$ cat config.mk
export PLATFORM = sky130hd
export DESIGN_NAME = uart_rx_core_flat
export DESIGN_NICKNAME = d
export VERILOG_FILES = /design/src/rtl/uart_pkg.sv /design/src/rtl/uart_rx_if.sv /design/src/rtl/sync_2ff.sv /design/src/rtl/uart_rx_core.sv /design/src/flat_wrapper.sv
export SDC_FILE = /design/constraint.sdc
export NUM_CORES = 1
export LEC_CHECK = 0
export CORE_MARGIN = 10
export CORE_UTILIZATION = 57
export CTS_CLUSTER_DIAMETER = 120
export DETAILED_ROUTE_END_ITERATION = 8
export PLACE_DENSITY = 0.9
export SLEW_MARGIN = 20
export SYNTH_ARGS = -nofsm -noshare
export SYNTH_HDL_FRONTEND = slang
export SYNTH_SLANG_ARGS = --single-unit
$ cat constraint.sdc
create_clock -name clk -period 2.9 [get_ports clk]
set_input_delay 0.435 -clock clk [delete_from_list [all_inputs] [get_ports clk]]
set_output_delay 0.435 -clock clk [all_outputs]
set_load 0.05 [all_outputs]
$ cat src/rtl/uart_pkg.sv
// Shared types and sizes for the UART receive path.
package uart_pkg;

    localparam int unsigned DATA_W      = 8;
    localparam int unsigned CPB_W       = 10;
    localparam int unsigned SYNC_STAGES = 2;
    localparam int unsigned BIT_IDX_W   = $clog2(DATA_W);

    typedef enum logic [2:0] {
        IDLE,
        START,
        DATA,
        PARITY,
        STOP,
        BREAK
    } rx_state_t;

    // Parity bit value that makes the total count of ones even.
    function automatic logic even_par(input logic [DATA_W-1:0] d);
        return ^d;
    endfunction

endpackage

$ cat src/rtl/uart_rx_if.sv
// Receiver byte stream: valid/ready payload plus error flags.
// parity_err exists only when UART_RX_PARITY_EN is defined.
interface uart_rx_if;
    import uart_pkg::*;

    logic [DATA_W-1:0] rx_data;
    logic              rx_valid;
    logic              rx_ready;
    logic              frame_err;
    logic              overrun;
`ifdef UART_RX_PARITY_EN
    logic              parity_err;
`endif

    modport master (
`ifdef UART_RX_PARITY_EN
        output parity_err,
`endif
        output rx_data, rx_valid, frame_err, overrun,
        input  rx_ready
    );

    modport slave (
`ifdef UART_RX_PARITY_EN
        input  parity_err,
`endif
        input  rx_data, rx_valid, frame_err, overrun,
        output rx_ready
    );

endinterface

$ cat src/rtl/sync_2ff.sv
// Generic two-flop synchronizer for a single asynchronous input.
module sync_2ff #(
    parameter logic RST_VAL = 1'b0
) (
    input  logic clk,
    input  logic rst,
    input  logic d,
    output logic q
);
    import uart_pkg::*;

    logic [SYNC_STAGES-1:0] ff;

    always_ff @(posedge clk) begin
        if (rst) ff <= {SYNC_STAGES{RST_VAL}};
        else     ff <= {ff[SYNC_STAGES-2:0], d};
    end

    assign q = ff[SYNC_STAGES-1];

endmodule

$ cat src/rtl/uart_rx_core.sv
// 8-bit UART receiver with runtime bit period and valid/ready output.
// Define UART_RX_PARITY_EN for an even-parity bit between data and stop.
module uart_rx_core
    import uart_pkg::*;
(
    input  logic             clk,
    input  logic             rst,
    input  logic             rx_pin,
    input  logic [CPB_W-1:0] clk_per_bit,
    uart_rx_if.master        rx
);

    logic                 rx_s;
    rx_state_t            state_q, state_d;
    logic [CPB_W-1:0]     cpb_q, cpb_d;
    logic [CPB_W-1:0]     cnt_q, cnt_d;
    logic [BIT_IDX_W-1:0] bit_q, bit_d;
    logic [DATA_W-1:0]    shreg_q, shreg_d;
    logic                 bit_end_c;
    logic                 half_end_c;
    logic                 load_c;
    logic                 frame_err_c;
    logic                 hs_c;
`ifdef UART_RX_PARITY_EN
    logic                 par_bad_q, par_bad_d;
    logic                 parity_err_c;
`endif

    sync_2ff #(.RST_VAL(1'b1)) u_sync_rx (
        .clk (clk),
        .rst (rst),
        .d   (rx_pin),
        .q   (rx_s)
    );

    assign bit_end_c  = (cnt_q == cpb_q - CPB_W'(1));
    assign half_end_c = (cnt_q == (cpb_q >> 1) - CPB_W'(1));
    assign hs_c       = rx.rx_valid && rx.rx_ready;

    always_ff @(posedge clk) begin
        if (rst) begin
            state_q <= IDLE;
            cpb_q   <= '0;
            cnt_q   <= '0;
            bit_q   <= '0;
            shreg_q <= '0;
        end else begin
            state_q <= state_d;
            cpb_q   <= cpb_d;
            cnt_q   <= cnt_d;
            bit_q   <= bit_d;
            shreg_q <= shreg_d;
        end
    end

`ifdef UART_RX_PARITY_EN
    always_ff @(posedge clk) begin
        if (rst) par_bad_q <= 1'b0;
        else     par_bad_q <= par_bad_d;
    end
`endif

    always_comb begin
        state_d     = state_q;
        cpb_d       = cpb_q;
        cnt_d       = cnt_q + CPB_W'(1);
        bit_d       = bit_q;
        shreg_d     = shreg_q;
        load_c      = 1'b0;
        frame_err_c = 1'b0;
`ifdef UART_RX_PARITY_EN
        par_bad_d    = par_bad_q;
        parity_err_c = 1'b0;
`endif
        case (state_q)
            IDLE: begin
                cnt_d = '0;
                bit_d = '0;
`ifdef UART_RX_PARITY_EN
                par_bad_d = 1'b0;
`endif
                if (!rx_s && clk_per_bit != '0) begin
                    cpb_d   = clk_per_bit;
                    state_d = START;
                end
            end
            // Mid-start-bit recheck rejects short low glitches.
            START: begin
                if (half_end_c) begin
                    cnt_d   = '0;
                    state_d = rx_s ? IDLE : DATA;
                end
            end
            DATA: begin
                if (bit_end_c) begin
                    cnt_d   = '0;
                    shreg_d = {rx_s, shreg_q[DATA_W-1:1]};
                    bit_d   = bit_q + BIT_IDX_W'(1);
                    if (bit_q == BIT_IDX_W'(DATA_W - 1)) begin
`ifdef UART_RX_PARITY_EN
                        state_d = PARITY;
`else
                        state_d = STOP;
`endif
                    end
                end
            end
`ifdef UART_RX_PARITY_EN
            PARITY: begin
                if (bit_end_c) begin
                    cnt_d   = '0;
                    state_d = STOP;
                    if (rx_s != even_par(shreg_q)) begin
                        parity_err_c = 1'b1;
                        par_bad_d    = 1'b1;
                    end
                end
            end
`endif
            STOP: begin
                if (bit_end_c) begin
                    cnt_d = '0;
                    if (rx_s) begin
                        state_d = IDLE;
`ifdef UART_RX_PARITY_EN
                        load_c  = !par_bad_q;
`else
                        load_c  = 1'b1;
`endif
                    end else begin
                        frame_err_c = 1'b1;
                        state_d     = BREAK;
                    end
                end
            end
            // Hold off start detection until the line break ends.
            BREAK: begin
                cnt_d = '0;
                if (rx_s) state_d = IDLE;
            end
            default: state_d = IDLE;
        endcase
    end

    always_ff @(posedge clk) begin
        if (rst) begin
            rx.rx_data   <= '0;
            rx.rx_valid  <= 1'b0;
            rx.frame_err <= 1'b0;
            rx.overrun   <= 1'b0;
        end else begin
            rx.frame_err <= frame_err_c;
            if (load_c) begin
                rx.rx_data  <= shreg_q;
                rx.rx_valid <= 1'b1;
            end else if (hs_c) begin
                rx.rx_valid <= 1'b0;
            end
            // Overwriting an unconsumed byte is an overrun; a handshake clears it.
            if (load_c && rx.rx_valid && !rx.rx_ready) rx.overrun <= 1'b1;
            else if (hs_c)                             rx.overrun <= 1'b0;
        end
    end

`ifdef UART_RX_PARITY_EN
    always_ff @(posedge clk) begin
        if (rst) rx.parity_err <= 1'b0;
        else     rx.parity_err <= parity_err_c;
    end
`endif

endmodule

$ cat src/flat_wrapper.sv
// flat-port wrapper written by rule: the top's interface ports become plain ports
module uart_rx_core_flat import uart_pkg::*;
  (clk, rst, rx_pin, clk_per_bit, rx_rx_data, rx_rx_valid, rx_frame_err, rx_overrun, rx_rx_ready);
  uart_rx_if rx_i ();
  input  logic clk;
  input  logic rst;
  input  logic rx_pin;
  input  logic [CPB_W-1:0] clk_per_bit;
  output wire logic [$bits(rx_i.rx_data)-1:0] rx_rx_data;
  output wire logic [$bits(rx_i.rx_valid)-1:0] rx_rx_valid;
  output wire logic [$bits(rx_i.frame_err)-1:0] rx_frame_err;
  output wire logic [$bits(rx_i.overrun)-1:0] rx_overrun;
  input wire logic [$bits(rx_i.rx_ready)-1:0] rx_rx_ready;
  assign rx_rx_data = rx_i.rx_data;
  assign rx_rx_valid = rx_i.rx_valid;
  assign rx_frame_err = rx_i.frame_err;
  assign rx_overrun = rx_i.overrun;
  assign rx_i.rx_ready = rx_rx_ready;
  uart_rx_core u_core (.clk(clk), .rst(rst), .rx_pin(rx_pin), .clk_per_bit(clk_per_bit), .rx(rx_i));
endmodule
After elaboration in Yosys (flattened, before gate mapping)
Index checks and enable logic that the tools add are counted.

$add $sub $neg: 4. Eq/ne operators: 13. Muxes and demuxes: 21. Reduce and logical (&&, ||, !) cells: 18. Bitwise gates (word level): 2.

Operators with widths (count): $pmux W10 S3 (1); $mux W3 (8); $eq A10 B10 Y1 (2); $mux W10 (2); $pmux W3 S5 (1); $add A10 B1 Y10 const B (1); $ne A2 B1 Y1 const B (5); $reduce_bool A10 Y1 (1); $sub A10 B1 Y10 const B (1); $sub A9 B1 Y10 const B (1); $eq A3 B3 Y1 const B (3); $mux W1 (7); $pmux W3 S2 (1); $reduce_and A2 Y1 (3); $reduce_and A6 Y1 (1); $reduce_bool A2 Y1 (3); $logic_and A1 B1 Y1 (4); $reduce_or A2 Y1 (2); $add A3 B1 Y3 const B (1); $eq A3 B1 Y1 const B (1); $eq A3 B2 Y1 const B (1); $logic_not A3 Y1 (1); $reduce_or A3 Y1 (1); $logic_not A1 Y1 (2); 3 further kinds (4).

Word-level logic and storage cells: 68. Bits of input ports: 14. Register bits after elaboration: 47.

Depth between registers and ports, before layout
Depth after elaboration: 7. Mapped depth: 11. Gate-level depth less buffers: 8.

Cells and area by module
Synthesis repeated with hierarchy kept, for this count alone.

Cells, all modules: 288. Area total of the unflattened synthesis: 2539.9 sq um.

By module, submodules not included: uart_rx_core (sequential area each 900.9 sq um, instances 1, cells an instance 284, area an instance 2487.4 sq um); sync_2ff (sequential area each 40.0 sq um, instances 1, cells an instance 4, area an instance 52.6 sq um).

Least setup slack after synthesis
Ideal clock, no wire load.

Path kind: register to register. From: register u_core.cpb_q[2]. To: register u_core.cnt_q[0]. Clock period less this slack: 2.389 ns. Stages on the path, launching flop included: 11. Setup time: 0.134 ns. Data required time: 2.766 ns. Slack: 0.511 ns. Arrival time: 2.255 ns. Path through: dfxtp_1 -> clkbuf_1 -> inv_1 -> ha_1 -> nor4b_2 -> nor4bb_1 -> o2bb2ai_1 -> o2111a_1 -> o21a_1 -> clkbuf_1 -> a211oi_1.

Longest elaborated chain between the ends: 4. Elaborated cells on any way between the ends: 7.

Ends and longest elaborated chain: start, declared (line uart_rx_core.sv:15) `logic [CPB_W-1:0] cpb_q, cpb_d;`; start signal, assigned (line uart_rx_core.sv:49) `cpb_q <= cpb_d;`; $sub A10 B1 Y10 or $sub A9 B1 Y10 (tied branches) (line uart_rx_core.sv:36, uart_rx_core.sv:37); $eq A10 B10 Y1, on equally long branches (line uart_rx_core.sv:36, uart_rx_core.sv:37); $mux W10, on equally long branches (line uart_rx_core.sv:95, uart_rx_core.sv:121, uart_rx_core.sv:89); $pmux W10 S3 (*) (line uart_rx_core.sv:75) `case (state_q)`; end signal, assigned (line uart_rx_core.sv:50) `cnt_q <= cnt_d;`; end, declared (line uart_rx_core.sv:16) `logic [CPB_W-1:0] cnt_q, cnt_d;`.

Every way passes the cells marked *; elsewhere a longest branch is shown, timed or not. A chain may end at the register's enable or synchronous reset.

Worst setup path in the final report
From: register u_core.cpb_q[0]. To: register u_core.state_q[0].

Longest elaborated chain between the ends: 4. Elaborated cells on any way between the ends: 5.

Ends and longest elaborated chain: $sub A10 B1 Y10 (*) (line uart_rx_core.sv:36) `assign bit_end_c = (cnt_q == cpb_q - CPB_W'(1));`; $eq A10 B10 Y1 (*) (line uart_rx_core.sv:36); $ne A2 B1 Y1 (no source line); $reduce_and A6 Y1 (no source line) (*); end signal, assigned (line uart_rx_core.sv:48) `state_q <= state_d;`; end, declared (line uart_rx_core.sv:14) `rx_state_t state_q, state_d;`.

Marks and branches as above.

==> flow_metrics.tcl <==
set metrics [dict create \
    status "finished clean" \
    area_growth_pct 13.4 \
    fp.dieArea_sq_um 7830 \
    cts_root_buffer "clkbuf_8" \
    crit_type "reg2reg" \
    tns_ps 0 \
    grt_pass1_wl_mm 10.6 \
    synth_top_area_share_pct 35.2 \
    crit_family "compound AO/OA/AOI/OAI gates" \
    path_max_fanout 19 \
    drive_gt1_share_pct 8.54 \
    yosys-top-cells-area "dfxtp_1 35%, xor2_1 5.9%, mux2i_1 5.2%" \
    final_cell_area_sq_um 3030 \
    io_pins 25 \
    ys_ff_latch 47 \
    drc 0 \
    hp-start "u_core.u_sync_rx.ff[0]" \
    slowest_stage "dfxtp_1" \
    cts_setup_buffers 0 \
    viasPerCell 6.25 \
    ctsHoldBuffers 0 \
    cp.required_ps 3120 \
    clk_latency_ps 310 \
    initial_utilization_pct 60.1 \
    yosys.area.top_type "dfxtp_1" \
    final_antenna_net_count 0 \
    power.total_mw 1.28 \
    syn_inst 313 \
    nNetsFinal 346 \
    ctsResizeCount 0 \
    maxCapViolations 0 \
    min_to "u_core.u_sync_rx.ff[1]" \
    crit_chain "inv_1 -> ha_1 -> nor3b_1 -> nor4bb_1 -> o2bb2ai_1 -> o2111a_1 -> buf_4 -> o21ai_2 -> a221oi_2" \
    synth-edff-count 0 \
    period_needed_ps 2670 \
    synthesis.area_sq_um 2670 \
    worst_setup_path_end_kind "flip-flop" \
    grt_max_degree 27 \
    worst_pin_slew_ps 824 \
    dr_total_vias 2375 \
    wl_per_cell_um 16.4 \
    overflow 0 \
    core.rowCount 24 \
    ys_seq_area_share_pct 35.2 \
    startpoint_type "flip-flop" \
    firstDrtPassIters 4 \
    fmax_ghz 0.374 \
    reg2reg_depth 9 \
    die_w_um 88.5 \
    drv_slew 0 \
    crit_arrival_ps 2890 \
    hp-class "reg2reg" \
    syn_nets 332 \
    cts-htree-levels 2 \
    drtIter0Drc 309 \
    ir_worst_vdd_uv 324 \
    r2r_end "u_core.state_q[0]" \
    skew_ps 6.59 \
    slew-limit-headroom_pct 44.9 \
    grt_usage_pct 16.6 \
    path_clk_slew_ps 100 \
    fin_crit_sh_pct 92.1 \
    r2r_start "u_core.cpb_q[0]" \
    yosys_most_used_dff "dfxtp_1" \
    n_fill_cell 343 \
    antenna_found_initial 0 \
    wl_mm 6.24 \
    place.port_buffers 24 \
    numCtsBuffers 5 \
    cts.sinks 47 \
    yosys_warnings 0 \
    dieHeight_um 88.5 \
    crit_buf_inv 2 \
    core-area_sq_um 4440 \
    gp_congestion 0.841 \
    finalHoldViolCount 0 \
    reg2reg_slack_ps 230 \
    p_leak_nw 1.08 \
    place_area_sq_um 2920 \
    synth.distinct_cells 54 \
    critPathMaxStageDelay_ps 500 \
    place_hpwl_mm 4.40 \
    powerDensity_nw_per_um2 422 \
    final_cell_mix "47 x dfxtp_1, 27 x nor2_1, 27 x nand3_1, 24 x clkdlybuf4s50_1, 21 x a21oi_1" \
    setup_viol 0 \
    grt_pass1_vias 2248 \
    synthArstFlopShare_pct 0 \
    diodes 0 \
    cts.path.max_buffers 2 \
    rsz0062_at_grt "false" \
    min_path_cells 1 \
    final_common_cell "dfxtp_1" \
    syn_avg_cell_area_sq_um 8.53 \
    tritoncts "done" \
]
==> final cells by class <==
class	count	area, sq um	share of cell area, %
multi-input combinational	237	1620	53.4
sequential	47	941	31.0
timing repair buffer	32	300	9.91
clock buffer	5	68.8	2.27
tap	52	65.1	2.15
clock inverter	3	22.5	0.743
inverter	4	15.0	0.495
==> stage by stage <==
stage / utilization (%) / instances / hold slack (ps) / worst slack (ps)
after floorplan: - / 313 / 389 / 511
after global placement: 65.8 / 372 / 396 / 403
after detailed placement: 65.8 / 372 / 419 / 243
after CTS: 67.8 / 380 / 442 / 201
after global routing: 68.2 / 380 / 443 / 7.90
final: 68.2 / 380 / 435 / 229
==> layer usage <==
layer	vias up	global-route usage [%]	wire, um
met3	5	5.24	422
met1	1143	21.4	2810
li1	1164	-	-
met5	-	0	0
met2	63	26.1	2940
met4	0	4.85	68
==> logic make-up after synthesis <==
kind of cell | count (synthesis) | share of synthesized area, %
AND/OR/NAND/NOR | 112 | 22.2
AO/OA/AOI/OAI | 79 | 20.5
flip-flops | 47 | 35.2
buffers and inverters | 29 | 4.96
XOR/XNOR | 27 | 9.56
multiplexers | 14 | 5.25
adder cells (fa/ha/maj) | 5 | 2.34
==> Yosys cell counts (3+ instances only) <==
cell type,count
ha_1,5
nand2b_1,8
a211oi_1,11
a21oi_1,21
dfxtp_1,47
o22ai_1,3
xnor2_1,8
and3_1,5
nor2_1,27
o21ai_0,11
or2_2,3
clkbuf_1,17
o21ai_1,8
nand3_1,27
xor2_1,18
buf_4,3
mux2i_1,14
inv_1,4
nor2b_1,3
nor3_1,5
buf_2,4
nor3b_1,5
nor4_1,3
nand3b_1,4
nand2_1,12
==> sequential cells by signal, indices dropped and copies added, names as in the netlist <==
name / count
u_core.u_sync_rx.ff: 2
u_core.bit_q: 3
u_core.rx.rx_data: 8
u_core.cpb_q: 10
u_core.cnt_q: 10
u_core.shreg_q: 8
u_core.rx.frame_err: 1
u_core.state_q: 3
u_core.rx.overrun: 1
u_core.rx.rx_valid: 1
==> power by group <==
| group | leakage (nW) | switching [mW] | internal (mW) |
|---|---|---|---|
| clock | 0.0489 | 0.248 | 0.175 |
| sequential | 0.380 | 0.0207 | 0.655 |
| combinational | 0.653 | 0.0978 | 0.0822 |
| total | 1.08 | 0.366 | 0.912 |
==> worst max-delay path by stage <==
| stage | from | to | slack, ps | cells after the start |
|---|---|---|---|---|
| after global routing | u_core.cpb_q[0] | u_core.state_q[0] | 8 | 9 |
| after CTS | u_core.cpb_q[2] | u_core.state_q[0] | 200 | 9 |
| after detailed placement | u_core.cpb_q[2] | u_core.state_q[0] | 240 | 9 |
| after global placement | u_core.cpb_q[2] | u_core.state_q[0] | 400 | 9 |
| after floorplan | u_core.cpb_q[2] | u_core.cnt_q[0] | 510 | 10 |
| final | u_core.cpb_q[0] | u_core.state_q[0] | 230 | 9 |
==> worst register-to-register path: cells and delay by family, from the launching register on <==
kind	cells	cell delay, ps
AO/OA/AOI/OAI	4	880
AND/OR/NAND/NOR	2	610
flip-flops	1	500
buffers and inverters	2	330
adder cells (fa/ha/maj)	1	260
Power figures use the tool's default switching activity.
